## src/rtl/noc_pkg.sv

```systemverilog
// Shared NoC definitions: output direction encodings, request-vector bit
// positions and packet/flit geometry used by the router input stage.
package noc_pkg;

    localparam logic [2:0] DIR_LOCAL = 3'd0;
    localparam logic [2:0] DIR_NORTH = 3'd1;
    localparam logic [2:0] DIR_SOUTH = 3'd2;
    localparam logic [2:0] DIR_EAST  = 3'd3;
    localparam logic [2:0] DIR_WEST  = 3'd4;

    localparam int NUM_PORTS = 5;
    localparam int REQ_LOCAL = 0;
    localparam int REQ_NORTH = 1;
    localparam int REQ_SOUTH = 2;
    localparam int REQ_EAST  = 3;
    localparam int REQ_WEST  = 4;

    localparam int FLITS      = 8;
    localparam int HDR_X_FLIT = 0;
    localparam int HDR_Y_FLIT = 1;

    function automatic logic [NUM_PORTS-1:0] dir_onehot(input logic [2:0] dir);
        logic [NUM_PORTS-1:0] vec;
        vec = '0;
        case (dir)
            DIR_LOCAL: vec[REQ_LOCAL] = 1'b1;
            DIR_NORTH: vec[REQ_NORTH] = 1'b1;
            DIR_SOUTH: vec[REQ_SOUTH] = 1'b1;
            DIR_EAST:  vec[REQ_EAST]  = 1'b1;
            DIR_WEST:  vec[REQ_WEST]  = 1'b1;
            default:   vec = '0;
        endcase
        return vec;
    endfunction

endpackage

```

## src/rtl/router_input_port_if.sv

```systemverilog
// Input-port bundle: FIFO read side, arbiter/crossbar side and routing status.
// The router port is the master; the FIFO/arbiter environment is the slave.
interface router_input_port_if #(
    parameter int FLIT_SIZE = 4
);
    import noc_pkg::*;

    logic                 fifo_empty;
    logic [FLIT_SIZE-1:0] flit_in;
    logic                 stall;
    logic [NUM_PORTS-1:0] destination_full_vector;
    logic                 read_fifo;
    logic [FLIT_SIZE-1:0] flit_out;
    logic [NUM_PORTS-1:0] request_vector;
    logic [2:0]           destination_port;
    logic                 current_address_ready;

    modport master (
        input  fifo_empty, flit_in, stall, destination_full_vector,
        output read_fifo, flit_out, request_vector, destination_port, current_address_ready
    );

    modport slave (
        output fifo_empty, flit_in, stall, destination_full_vector,
        input  read_fifo, flit_out, request_vector, destination_port, current_address_ready
    );

endinterface

```

## src/rtl/xy_route_compute.sv

```systemverilog
// Dimension-ordered (X first, then Y) route decision from destination
// coordinates to one of the five router output directions.
module xy_route_compute
    import noc_pkg::*;
#(
    parameter int X_COORDINATE = 1,
    parameter int Y_COORDINATE = 1
) (
    input  logic [3:0] dest_x_i,
    input  logic [3:0] dest_y_i,
    output logic [2:0] dir_o
);

    localparam logic [3:0] X_POS = 4'(X_COORDINATE);
    localparam logic [3:0] Y_POS = 4'(Y_COORDINATE);

    always_comb begin
        if (dest_x_i > X_POS)      dir_o = DIR_EAST;
        else if (dest_x_i < X_POS) dir_o = DIR_WEST;
        else if (dest_y_i > Y_POS) dir_o = DIR_NORTH;
        else if (dest_y_i < Y_POS) dir_o = DIR_SOUTH;
        else                       dir_o = DIR_LOCAL;
    end

endmodule

```

## src/rtl/router_input_port.sv

```systemverilog
// Mesh NoC router input stage: reads one packet from the input FIFO, routes it
// XY from its header flits and streams it to the crossbar once granted.
module router_input_port
    import noc_pkg::*;
#(
    parameter int X_COORDINATE = 1,
    parameter int Y_COORDINATE = 1,
    parameter int PACKET_SIZE  = 32,
    parameter int FLIT_SIZE    = 4
) (
    input  logic                clk,
    input  logic                reset,
    router_input_port_if.master port
);

    localparam int FLITS_P = PACKET_SIZE / FLIT_SIZE;
    localparam int IDX_W   = $clog2(FLITS_P);
    localparam int CNT_W   = $clog2(FLITS_P + 1);

    localparam logic [1:0] S_IDLE = 2'd0;
    localparam logic [1:0] S_LOAD = 2'd1;
    localparam logic [1:0] S_SEND = 2'd2;

    logic [1:0]           state_q, state_d;
    logic [CNT_W-1:0]     rd_cnt_q, rd_cnt_d;
    logic [IDX_W-1:0]     cap_cnt_q, cap_cnt_d;
    logic [IDX_W-1:0]     idx_q, idx_d;
    logic                 rd_pend_q, rd_pend_d;
    logic [2:0]           dest_q, dest_d;
    logic [FLIT_SIZE-1:0] pkt_buf_q [FLITS_P];

    logic                 rd_req;
    logic                 send;
    logic [2:0]           route_dir;
    logic [NUM_PORTS-1:0] req_vec;

    // Route is resolved while the Y flit is on flit_in; X is already buffered.
    xy_route_compute #(
        .X_COORDINATE(X_COORDINATE),
        .Y_COORDINATE(Y_COORDINATE)
    ) u_route (
        .dest_x_i(pkt_buf_q[HDR_X_FLIT][3:0]),
        .dest_y_i(port.flit_in[3:0]),
        .dir_o   (route_dir)
    );

    assign send    = (state_q == S_SEND);
    assign req_vec = send ? (dir_onehot(dest_q) & ~port.destination_full_vector) : '0;

    always_comb begin
        state_d   = state_q;
        rd_cnt_d  = rd_cnt_q;
        cap_cnt_d = cap_cnt_q;
        idx_d     = idx_q;
        dest_d    = dest_q;
        rd_req    = 1'b0;
        case (state_q)
            S_IDLE: begin
                rd_req = !port.fifo_empty;
                if (rd_req) begin
                    state_d   = S_LOAD;
                    rd_cnt_d  = CNT_W'(1);
                    cap_cnt_d = '0;
                end
            end
            S_LOAD: begin
                rd_req = !port.fifo_empty && (rd_cnt_q < CNT_W'(FLITS_P));
                if (rd_req) rd_cnt_d = rd_cnt_q + 1'b1;
                // rd_pend_q marks that flit_in holds the flit read last cycle.
                if (rd_pend_q) begin
                    cap_cnt_d = cap_cnt_q + 1'b1;
                    if (cap_cnt_q == IDX_W'(HDR_Y_FLIT)) dest_d = route_dir;
                    if (cap_cnt_q == IDX_W'(FLITS_P - 1)) begin
                        state_d = S_SEND;
                        idx_d   = '0;
                    end
                end
            end
            S_SEND: begin
                if (!port.stall && (req_vec != '0)) begin
                    idx_d = idx_q + 1'b1;
                    if (idx_q == IDX_W'(FLITS_P - 1)) state_d = S_IDLE;
                end
            end
            default: state_d = S_IDLE;
        endcase
        rd_pend_d = rd_req;
    end

    always_ff @(posedge clk) begin
        if (reset) begin
            state_q   <= S_IDLE;
            rd_cnt_q  <= '0;
            cap_cnt_q <= '0;
            idx_q     <= '0;
            rd_pend_q <= 1'b0;
            dest_q    <= DIR_LOCAL;
        end else begin
            state_q   <= state_d;
            rd_cnt_q  <= rd_cnt_d;
            cap_cnt_q <= cap_cnt_d;
            idx_q     <= idx_d;
            rd_pend_q <= rd_pend_d;
            dest_q    <= dest_d;
        end
    end

    always_ff @(posedge clk) begin
        if (state_q == S_LOAD && rd_pend_q) pkt_buf_q[cap_cnt_q] <= port.flit_in;
    end

    assign port.read_fifo             = rd_req;
    assign port.flit_out              = send ? pkt_buf_q[idx_q] : '0;
    assign port.request_vector        = req_vec;
    assign port.destination_port      = dest_q;
    assign port.current_address_ready = send;

endmodule

```

## src/flat_wrapper.sv

```systemverilog
// flat-port wrapper written by rule: the top's interface ports become plain ports
module router_input_port_flat import noc_pkg::*;
#(
    parameter int X_COORDINATE = 1,
    parameter int Y_COORDINATE = 1,
    parameter int PACKET_SIZE  = 32,
    parameter int FLIT_SIZE    = 4
)
  (clk, reset, port_fifo_empty, port_flit_in, port_stall, port_destination_full_vector, port_read_fifo, port_flit_out, port_request_vector, port_destination_port, port_current_address_ready);
  router_input_port_if #(.FLIT_SIZE(FLIT_SIZE)) port_i ();
  input  logic clk;
  input  logic reset;
  input wire logic [$bits(port_i.fifo_empty)-1:0] port_fifo_empty;
  input wire logic [$bits(port_i.flit_in)-1:0] port_flit_in;
  input wire logic [$bits(port_i.stall)-1:0] port_stall;
  input wire logic [$bits(port_i.destination_full_vector)-1:0] port_destination_full_vector;
  output wire logic [$bits(port_i.read_fifo)-1:0] port_read_fifo;
  output wire logic [$bits(port_i.flit_out)-1:0] port_flit_out;
  output wire logic [$bits(port_i.request_vector)-1:0] port_request_vector;
  output wire logic [$bits(port_i.destination_port)-1:0] port_destination_port;
  output wire logic [$bits(port_i.current_address_ready)-1:0] port_current_address_ready;
  assign port_i.fifo_empty = port_fifo_empty;
  assign port_i.flit_in = port_flit_in;
  assign port_i.stall = port_stall;
  assign port_i.destination_full_vector = port_destination_full_vector;
  assign port_read_fifo = port_i.read_fifo;
  assign port_flit_out = port_i.flit_out;
  assign port_request_vector = port_i.request_vector;
  assign port_destination_port = port_i.destination_port;
  assign port_current_address_ready = port_i.current_address_ready;
  router_input_port #(.X_COORDINATE(X_COORDINATE), .Y_COORDINATE(Y_COORDINATE), .PACKET_SIZE(PACKET_SIZE), .FLIT_SIZE(FLIT_SIZE)) u_core (.clk(clk), .reset(reset), .port(port_i));
endmodule
```

## config.mk

```make
export PLATFORM = sky130hd
export DESIGN_NAME = router_input_port_flat
export DESIGN_NICKNAME = d
export VERILOG_FILES = /design/src/rtl/noc_pkg.sv /design/src/rtl/router_input_port_if.sv /design/src/rtl/xy_route_compute.sv /design/src/rtl/router_input_port.sv /design/src/flat_wrapper.sv
export SDC_FILE = /design/constraint.sdc
export NUM_CORES = 1
export LEC_CHECK = 0
export ABC_AREA = 1
export CORE_ASPECT_RATIO = 2
export CORE_UTILIZATION = 67
export DETAILED_ROUTE_END_ITERATION = 8
export DONT_BUFFER_PORTS = 1
export HOLD_SLACK_MARGIN = 0.03
export PLACE_DENSITY = 0.91
export SETUP_SLACK_MARGIN = 0.4
export SLEW_MARGIN = 15
export SYNTH_ARGS = -nofsm -noshare
export SYNTH_HDL_FRONTEND = slang
export SYNTH_SLANG_ARGS = --single-unit
```

## constraint.sdc

```tcl
create_clock -name clk -period 4.2 [get_ports clk]
set_input_delay 1.05 -clock clk [delete_from_list [all_inputs] [get_ports clk]]
set_output_delay 1.05 -clock clk [all_outputs]
set_load 0.02 [all_outputs]
```

==> flow_summary.ini, run 1 <==
[detailed_routing]
drt-initial-drc-count = 61
vias = 1623
drt-total-wl_um = 4219
drt_first_pass_iters = 6
wl_per_cell_um = 14.86
remaining_drc_errors = 1
drt-vias-per-instance = 5.715
postRouteAntennaNets = 0

[logic_synthesis]
synth_edf_count = 32
syn-cell-area_um2 = 2318
synth_adder_area_share_pct = 3.238
postSynthCellCount = 250
synthesis.nets = 269
synth-main-ff-cell = edfxtp_1
async_reset_ff_share_pct = 0
synthSimpleGateAreaFrac_pct = 22.61
ys_seq_area_share_pct = 57.85
synth_top_family_by_area = simple AND/OR/NAND/NOR gates
synth_xor_xnor_area_share_pct = 0.3778
ys_warn_count = 0
synthMuxAreaShare_pct = 0
ys_ff_latch = 51
syn_area_per_cell_um2 = 9.274
synth_compound_area_share_pct = 10.52
synth_cell_types = 33

[pwr]
pwr-share-clk_pct = 23.6
comb_power_share_pct = 27.0
power_density_nw_per_um2 = 504.8
irDropWorstVdd_uv = 381.9
power_frac_seq_pct = 49.4
power_mw = 1.229
p_sw_share_pct = 34.54
switchingPower_mw = 0.4245
p_leak_nw = 0.9364
p_int_mw = 0.8046

[global_routing]
grt_max_degree = 18
gr-total-overflow = 0
grt_pass1_wl_um = 6831
grt_use_total_pct = 25.91
grt_pass1_vias = 1566
antenna_found_initial = 0

[critical_path]
end_kind = primary output
start_kind = flop
crit_type = reg2out
cp_cell_sequence = inv_1 -> nor2_1 -> o22ai_1 -> o21ai_0 -> a31oi_1
arrival_ns = 1.90
crit_path_top_delay_cell = dfxtp_1
cp.required_ns = 3.15
critPathMaxFanout = 17
r2r-start = u_core.state_q[1]
max_stage_delay_ns = 0.45
r2r_slack_ns = 2.40

[cts]
path_clk_slew_ns = 0.09
postCtsSetupBuffers = 0
h-tree-depth = 2
cts_buffers = 5
root_buffer = clkbuf_8
cts_resized = 0
cts_num_sinks = 51
clk_latency_ns = 0.31
cts_buffer_depth = 2
cts-hold-fix-buffers = 0
cts_tree = yes

[place]
port_buffers = 0
place_congestion = 0.8581
hpwlAfterDp_um = 3276

[finish]
finalCoreUtilization_pct = 75.40
area_growth_pct = 5.019
regArea_um2 = 1341
filler_cell_count = 223
multi_input_area_um2 = 852.1
fin_nets = 271
drive_gt1_share_pct = 10.28
antenna_cells = 0

[timing]
worst_slew_pin_slew_ns = 0.6217
slew_viol_final = 0
fin_crit_ns = 2.950
setup_violations = 0
final.setup.tns_ns = 0
clock_skew_ns = 0.007231
fmax_mhz = 339.0
rsz0062_at_grt = false
hold_viol = 0
min_period_over_period_pct = 70.24
slew_headroom_pct = 58.23

[floorplanning]
rows = 29
num_io_pins = 27
die_w_um = 43.60
core_um2 = 3229
initial_utilization_pct = 71.79
die_y_um = 85.19
dieArea_um2 = 3714

[hold_path]
min_from = u_core.rd_cnt_q[1]
hold_path_class = reg2reg

[run]
max-cap-violations = 0

[run_status]
violations = design-rule violations
status = finished, violations left
==> worst paths after layout <==
| path | to | cells past startpoint |
|---|---|---|
| min | u_core.rd_cnt_q[1] | 2 |
| min reg2reg | u_core.rd_cnt_q[1] | 2 |
| max reg2reg | u_core.pkt_buf_q[0][0] | 6 |
| max | port_flit_out[0] | 5 |
==> logic make-up (layout without fill, tap and decap cells) <==
logic type,Yosys count,after routing
adders and majority gates,6,6
buffers and inverters,32,35
DFF,51,51
xor gates and xnor gates,1,1
and+or+nand+nor,117,117
AOI/OAI and AO/OA,43,43
==> final cells by class <==
class,instances,area share (%)
Clock buffer,6,3.392
Clock inverter,2,0.6680
Tap cell,31,1.593
Multi-Input combinational cell,167,34.99
Sequential cell,51,55.09
Inverter,27,4.265
==> sequential cells by signal, indices dropped and copies added (netlist names), named ones only <==
name                          flops
u_core.state_q                    2
u_core.rd_cnt_q                   4
u_core.idx_q                      3
u_core.port.destination_port      3
u_core.pkt_buf_q                 32
u_core.rd_pend_q                  1
u_core.cap_cnt_q                  3
==> synthesized netlist by cell type, types with 4 or more instances <==
library cell   n  share of area, %
nor2_1        63                10
edfxtp_1      32                41
nand2_1       32               5.2
inv_1         23               3.7
o21ai_0       20               4.3
dfxtp_1       19                16
a21oi_1        8               1.7
ha_1           6               3.2
o22ai_1        5               1.3
a31oi_1        4               1.1
nand3_2        4               1.7
nor3_1         4              0.86
==> placed cells by master (no fill, tap or decap), types with 3 or more instances in the layout <==
cell | Yosys | routed
nor3_1 | 4 | 4
dfxtp_1 | 19 | 19
inv_1 | 23 | 23
edfxtp_1 | 32 | 32
nor2_2 | 3 | 3
inv_2 | 3 | 3
a21oi_1 | 8 | 8
clkbuf_8 | 0 | 6
ha_1 | 6 | 6
o22ai_1 | 5 | 5
nand3_2 | 4 | 4
nor2_1 | 63 | 63
o21ai_0 | 20 | 20
a31oi_1 | 4 | 4
nand2_1 | 32 | 32
==> power groups by stage <==
stage | logic [mW] | registers, mW | clock network (mW)
floorplan | 0.294 | 0.601 | 0
global placement | 0.324 | 0.615 | 0
global route | 0.374 | 0.612 | 0.309
detailed placement | 0.334 | 0.617 | 0
CTS | 0.335 | 0.606 | 0.295
finish | 0.332 | 0.607 | 0.291
==> routing by layer <==
layer	up-vias	GRT usage (%)	wire length (um)
met5	-	0	0
met4	0	14.77	104
met3	8	4.681	149
met2	41	47.35	2445
met1	742	25.59	1520
li1	832	-	-
==> metrics by stage <==
step           hold WS [ns]  area, um^2  cells  worst slack (ns)
2_1_floorplan        0.4559        2318    250             1.615
5_1_grt              0.5169        2435    284             1.018
4_1_cts              0.4911        2435    284             1.238
3_5_place_dp         0.4784        2336    276             1.585
6_report             0.4912        2435    284             1.250
3_3_place_gp         0.4633        2336    276             1.590
==> critical path, delay by kind of cell (launching register included) <==
family                 cells  cell delay [ns]
AO/OA/AOI/OAI              3             0.71
AND/OR/NAND/NOR            1             0.09
flip-flops                 1             0.45
buffers and inverters      1             0.34
Note: power is estimated with default switching activity, not from simulation.
==> run 2: changes to the inputs <==
--- a/config.mk
+++ b/config.mk
@@ -7,11 +7,11 @@
 export LEC_CHECK = 0
 export ABC_AREA = 1
 export CORE_ASPECT_RATIO = 2
-export CORE_UTILIZATION = 67
+export CORE_UTILIZATION = 62
 export DETAILED_ROUTE_END_ITERATION = 8
 export DONT_BUFFER_PORTS = 1
 export HOLD_SLACK_MARGIN = 0.03
-export PLACE_DENSITY = 0.91
+export PLACE_DENSITY = 0.86
 export SETUP_SLACK_MARGIN = 0.4
 export SLEW_MARGIN = 15
 export SYNTH_ARGS = -nofsm -noshare
==> constraint.sdc (replaced) <==
create_clock -name clk -period 3 [get_ports clk]
set_input_delay 0.75 -clock clk [delete_from_list [all_inputs] [get_ports clk]]
set_output_delay 0.75 -clock clk [all_outputs]
set_load 0.02 [all_outputs]
==> flow_summary.ini, run 2 (same netlist as run 1, synthesis figures left out) <==
[finish]
area_growth_pct = 8.365
fin_nets = 273
antenna_cells = 0
top_register = u_core.pkt_buf_q
layout_common_cells = nor2_1, nand2_1, edfxtp_1
final_common_cell = nor2_1
reg_top3 = u_core.pkt_buf_q (32), u_core.rd_cnt_q (4)
filler_cell_count = 293
drive_gt1_share_pct = 12.55
largest_register_ffs = 32

[detailed_routing]
remaining_drc_errors = 0
highest_layer = met4
drt-total-wl_um = 4507
routedLengthMet1_um = 1666
vias = 1670
drt_first_pass_iters = 5
wl_per_cell_um = 14.83
wl_met3_um = 150
drt-initial-drc-count = 36
postRouteAntennaNets = 0
route.met2.wl_um = 2476
drt-vias-per-instance = 5.493

[cts]
clk_latency_ns = 0.30
cts_buffers = 5
root_buffer = clkbuf_8
cts_buffer_depth = 2
h-tree-depth = 2
cts_num_sinks = 51
cts_tree = yes
path_clk_slew_ns = 0.08

[timing]
final.setup.tns_ns = 0
fmax_mhz = 406.6
slew_headroom_pct = 58.11
rsz0062_at_grt = false
fin_crit_ns = 2.459
slew_viol_final = 0
hold_slack_ns = 0.4839
hold_viol = 0
clock_skew_ns = 0.002866
worst_slew_pin_slew_ns = 0.6236
min_period_over_period_pct = 81.97
setup_violations = 0

[global_routing]
grt_pass1_wl_um = 6679
gr-total-overflow = 0
grt_max_degree = 18
grt_pass1_vias = 1511
antenna_found_initial = 0
grt_use_total_pct = 23.97

[run]
max-cap-violations = 0

[critical_path]
crit_top_cell = o21ai_0
cp_cell_sequence = clkinvlp_4 -> o21ai_0 -> o22ai_1 -> o21ai_0 -> a31oi_2
critPathMaxFanout = 17
crit_family = compound AO/OA/AOI/OAI gates
cp.depth = 5
cp.required_ns = 2.25
crit_type = reg2out
end_kind = primary output
crit_path_top_delay_cell = dfxtp_4
max_stage_delay_ns = 0.45
worstRegToRegCells = 6
r2r_slack_ns = 1.17
path_buf_inv = 1
arrival_ns = 1.71
start_kind = flop

[floorplanning]
core_um2 = 3607
dieArea_um2 = 4003
die_y_um = 88.48
die_w_um = 45.24
num_io_pins = 27
rows = 31
initial_utilization_pct = 64.27

[pwr]
power_density_nw_per_um2 = 717.4
irDropWorstVdd_uv = 629.5
power_mw = 1.802
p_leak_nw = 0.9511

[hold_path]
hold_path_class = reg2reg
holdPathStages = 2

[place]
hpwlAfterDp_um = 3295
place_congestion = 0.7929
port_buffers = 0

[run_status]
status = complete, no violations
run 2: cell count changes in the layout (fill, tap and decap cells not counted), sizes merged:
cell / change
bufinv: +1
inv: -1
buf: +2
clkbuf: +1
clkinv: -1
run 2: cell type report:
cell class                 instances  area, um^2  area share [%]
sequential                        51        1345           53.54
multi-input combinational        167       877.1           34.91
inverter                          27       107.6           4.283
clock buffer                       7       76.32           3.038
tap                               49       61.31           2.440
clock inverter                     1       30.03           1.195
timing repair buffer               2       15.01          0.5976
run 2: worst paths after layout:
path,from,to
min,u_core.rd_cnt_q[1],u_core.rd_cnt_q[1]
max reg2reg,u_core.state_q[1],u_core.pkt_buf_q[0][2]
min reg2reg,u_core.rd_cnt_q[1],u_core.rd_cnt_q[1]
max,flop,port_flit_out[0]
run 2: tightest hold or removal path, stage by stage (launching register included):
cell and delay [ns]:
dfxtp_1 0.33, nand2_1 0.07, a21oi_1 0.05
run 2: what timing repair did:
item	4_1_cts	5_1_grt
resized for setup	1	6
endpoints found under the hold margin	0	0
hold buffers	0	0
endpoints found under the setup margin	4	4
buffers inserted	0	2
cloned	0	0
run 2: where the power goes:
part           total [mW]  switching [mW]  internal [mW]
combinational       0.496           0.344          0.152
sequential          0.847          0.0514          0.796
clock               0.459           0.210          0.249
run 2: metal layers:
layer,vias to the layer above,GRT usage [%]
li1,841,-
met2,51,42.82
met3,20,5.510
met4,0,13.50
met1,758,24.28
met5,-,0
run 2: per-stage QoR:
| stage | utilization [%] | cells | setup WS [ns] | cell area [um^2] |
|---|---|---|---|---|
| floorplan | - | 250 | 0.8825 | 2318 |
| global placement | 65.38 | 294 | 0.7589 | 2359 |
| detailed placement | 65.38 | 294 | 0.6645 | 2359 |
| CTS | 68.37 | 302 | 0.4399 | 2466 |
| global route | 69.65 | 304 | 0.4174 | 2512 |
| finish | 69.65 | 304 | 0.5408 | 2512 |
==> run 3: changes to the inputs <==
--- a/config.mk
+++ b/config.mk
@@ -7,11 +7,11 @@
 export LEC_CHECK = 0
 export ABC_AREA = 1
 export CORE_ASPECT_RATIO = 2
-export CORE_UTILIZATION = 62
+export CORE_UTILIZATION = 56
 export DETAILED_ROUTE_END_ITERATION = 8
 export DONT_BUFFER_PORTS = 1
 export HOLD_SLACK_MARGIN = 0.03
-export PLACE_DENSITY = 0.86
+export PLACE_DENSITY = 0.82
 export SETUP_SLACK_MARGIN = 0.4
 export SLEW_MARGIN = 15
 export SYNTH_ARGS = -nofsm -noshare
==> constraint.sdc (replaced) <==
create_clock -name clk -period 2.05 [get_ports clk]
set_input_delay 0.5125 -clock clk [delete_from_list [all_inputs] [get_ports clk]]
set_output_delay 0.5125 -clock clk [all_outputs]
set_load 0.02 [all_outputs]
==> flow_summary.ini, run 3 (same netlist as run 1, synthesis figures left out) <==
[detailed_routing]
postRouteAntennaNets = 0
drt_first_pass_iters = 4
drt-vias-per-instance = 5.771
drt-initial-drc-count = 106
wl_per_cell_um = 19.40
drt-total-wl_um = 6266
vias = 1864
remaining_drc_errors = 0

[cts]
path_clk_slew_ns = 0.09
cts_num_sinks = 51
root_buffer = clkbuf_8
cts_buffers = 5
cts_buffer_depth = 2
h-tree-depth = 2
clk_latency_ns = 0.31
cts_tree = yes

[timing]
clock_skew_ns = 0.007696
setup_violations = 1
worst_slew_pin_slew_ns = 0.4872
fin_crit_ns = 2.071
fmax_mhz = 482.8
worst_slack_ns = -0.02115
hold_slack_ns = 0.2475
min_period_over_period_pct = 101.0
slew_viol_final = 0
hold_viol = 0
slew_headroom_pct = 67.18
rsz0062_at_grt = true

[pwr]
power_mw = 3.223
p_leak_nw = 1.096
irDropWorstVdd_uv = 806.6
power_density_nw_per_um2 = 1056

[finish]
antenna_cells = 0
multi_input_area_um2 = 1170
final_common_cell = nor2_1
filler_cell_count = 256
largest_register_ffs = 32
final_area_um2 = 3053
top_register = u_core.pkt_buf_q
layout_common_cells = nor2_1, edfxtp_1, nand2_1
reg_top3 = u_core.pkt_buf_q (32), u_core.rd_cnt_q (4)
fin_nets = 290
regArea_um2 = 1365
drive_gt1_share_pct = 40.44
area_growth_pct = 31.68

[floorplanning]
rows = 32
num_io_pins = 27
initial_utilization_pct = 59.09
core_um2 = 3924
die_y_um = 93.00
die_w_um = 47.50
dieArea_um2 = 4417

[critical_path]
end_kind = primary output
critPathMaxFanout = 8
arrival_ns = 1.56
crit_type = reg2out
cp.required_ns = 1.54
start_kind = flop

[run]
max-cap-violations = 0

[global_routing]
gr-total-overflow = 0
grt_max_degree = 17
grt_use_total_pct = 29.06
grt_pass1_wl_um = 8583
antenna_found_initial = 0
grt_pass1_vias = 1869

[place]
place_congestion = 0.7902
placed_cell_area_um2 = 2421
port_buffers = 0
hpwlAfterDp_um = 3768

[run_status]
status = finished, violations left
violations = negative setup slack

[hold_path]
hold_path_class = in2reg
-- run 3: changes by cell type in the layout (fill, tap and decap cells not counted), moves of 8 or more --
cell / before / now
inv_1: 22 / 14
nor2_4: 1 / 11
o21ai_0: 20 / 4
dfxtp_1: 18 / 10
nor2_1: 63 / 43
o21ai_2: 0 / 10
buf_4: 2 / 11
nor2_2: 3 / 13
-- run 3: cell type report --
type                    instances  share of cell area (%)
repair buffers                 18                   6.311
clock buffers                   6                   2.377
multi-input cells             167                   38.32
inverters                      27                   4.754
repair inverters                1                  0.2049
flip-flops and latches         51                   44.71
well taps                      51                   2.090
clock inverters                 2                   1.230
-- run 3: repair_timing --
action                     4_1_cts  5_1_grt
hold buffers                     0        0
gates resized for setup         50       71
pin swaps                       12       24
setup buffers                    6        7
setup endpoints to repair       26       32
cloned                           2        0
-- run 3: stage by stage --
stage,setup TNS [ns],setup WS [ns],instances,utilization [%]
2_1_floorplan,0,0.3964,250,-
3_3_place_gp,0,0.2910,300,61.70
3_5_place_dp,0,0.2039,300,61.70
4_1_cts,0,0.05191,316,69.77
5_1_grt,-0.06473,-0.06473,323,77.81
6_report,-0.02115,-0.02115,323,77.81
-- run 3: routing by layer --
layer  wire, um  global-route usage, %  part of all wire (%)  up-vias
li1           -                      -                     -      874
met3        216                  6.178                   3.4       30
met2       3722                  52.63                    59       71
met5          0                      0                     0        -
met1       1952                  24.17                    31      889
met4        374                  21.43                   6.0        0
-- run 3: critical path: stages, from the launching register on --
cell and delay [ns]:
dfxtp_4 0.41, buf_8 0.15, inv_4 0.07, o21ai_0 0.41, a31oi_4 0.20
-- run 3: final timing paths --
kind                                        start  cells after the start  slack (ns)                         endpoint
setup / recovery                             flop                      4       -0.02                 port_flit_out[1]
hold / removal                              reset                      1        0.25  u_core.port.destination_port[0]
hold reg to reg                u_core.rd_cnt_q[1]                      2        0.49               u_core.rd_cnt_q[1]
setup reg to reg  u_core.port.destination_port[0]                     11        0.36                u_core.state_q[1]
-- run 3: where the power goes --
group / leakage (nW) / internal [mW] / total (mW) / switching [mW]
Sequential: 0.448 / 1.17 / 1.27 / 0.0950
Combinational: 0.597 / 0.439 / 1.26 / 0.820
Clock: 0.0514 / 0.364 / 0.698 / 0.334
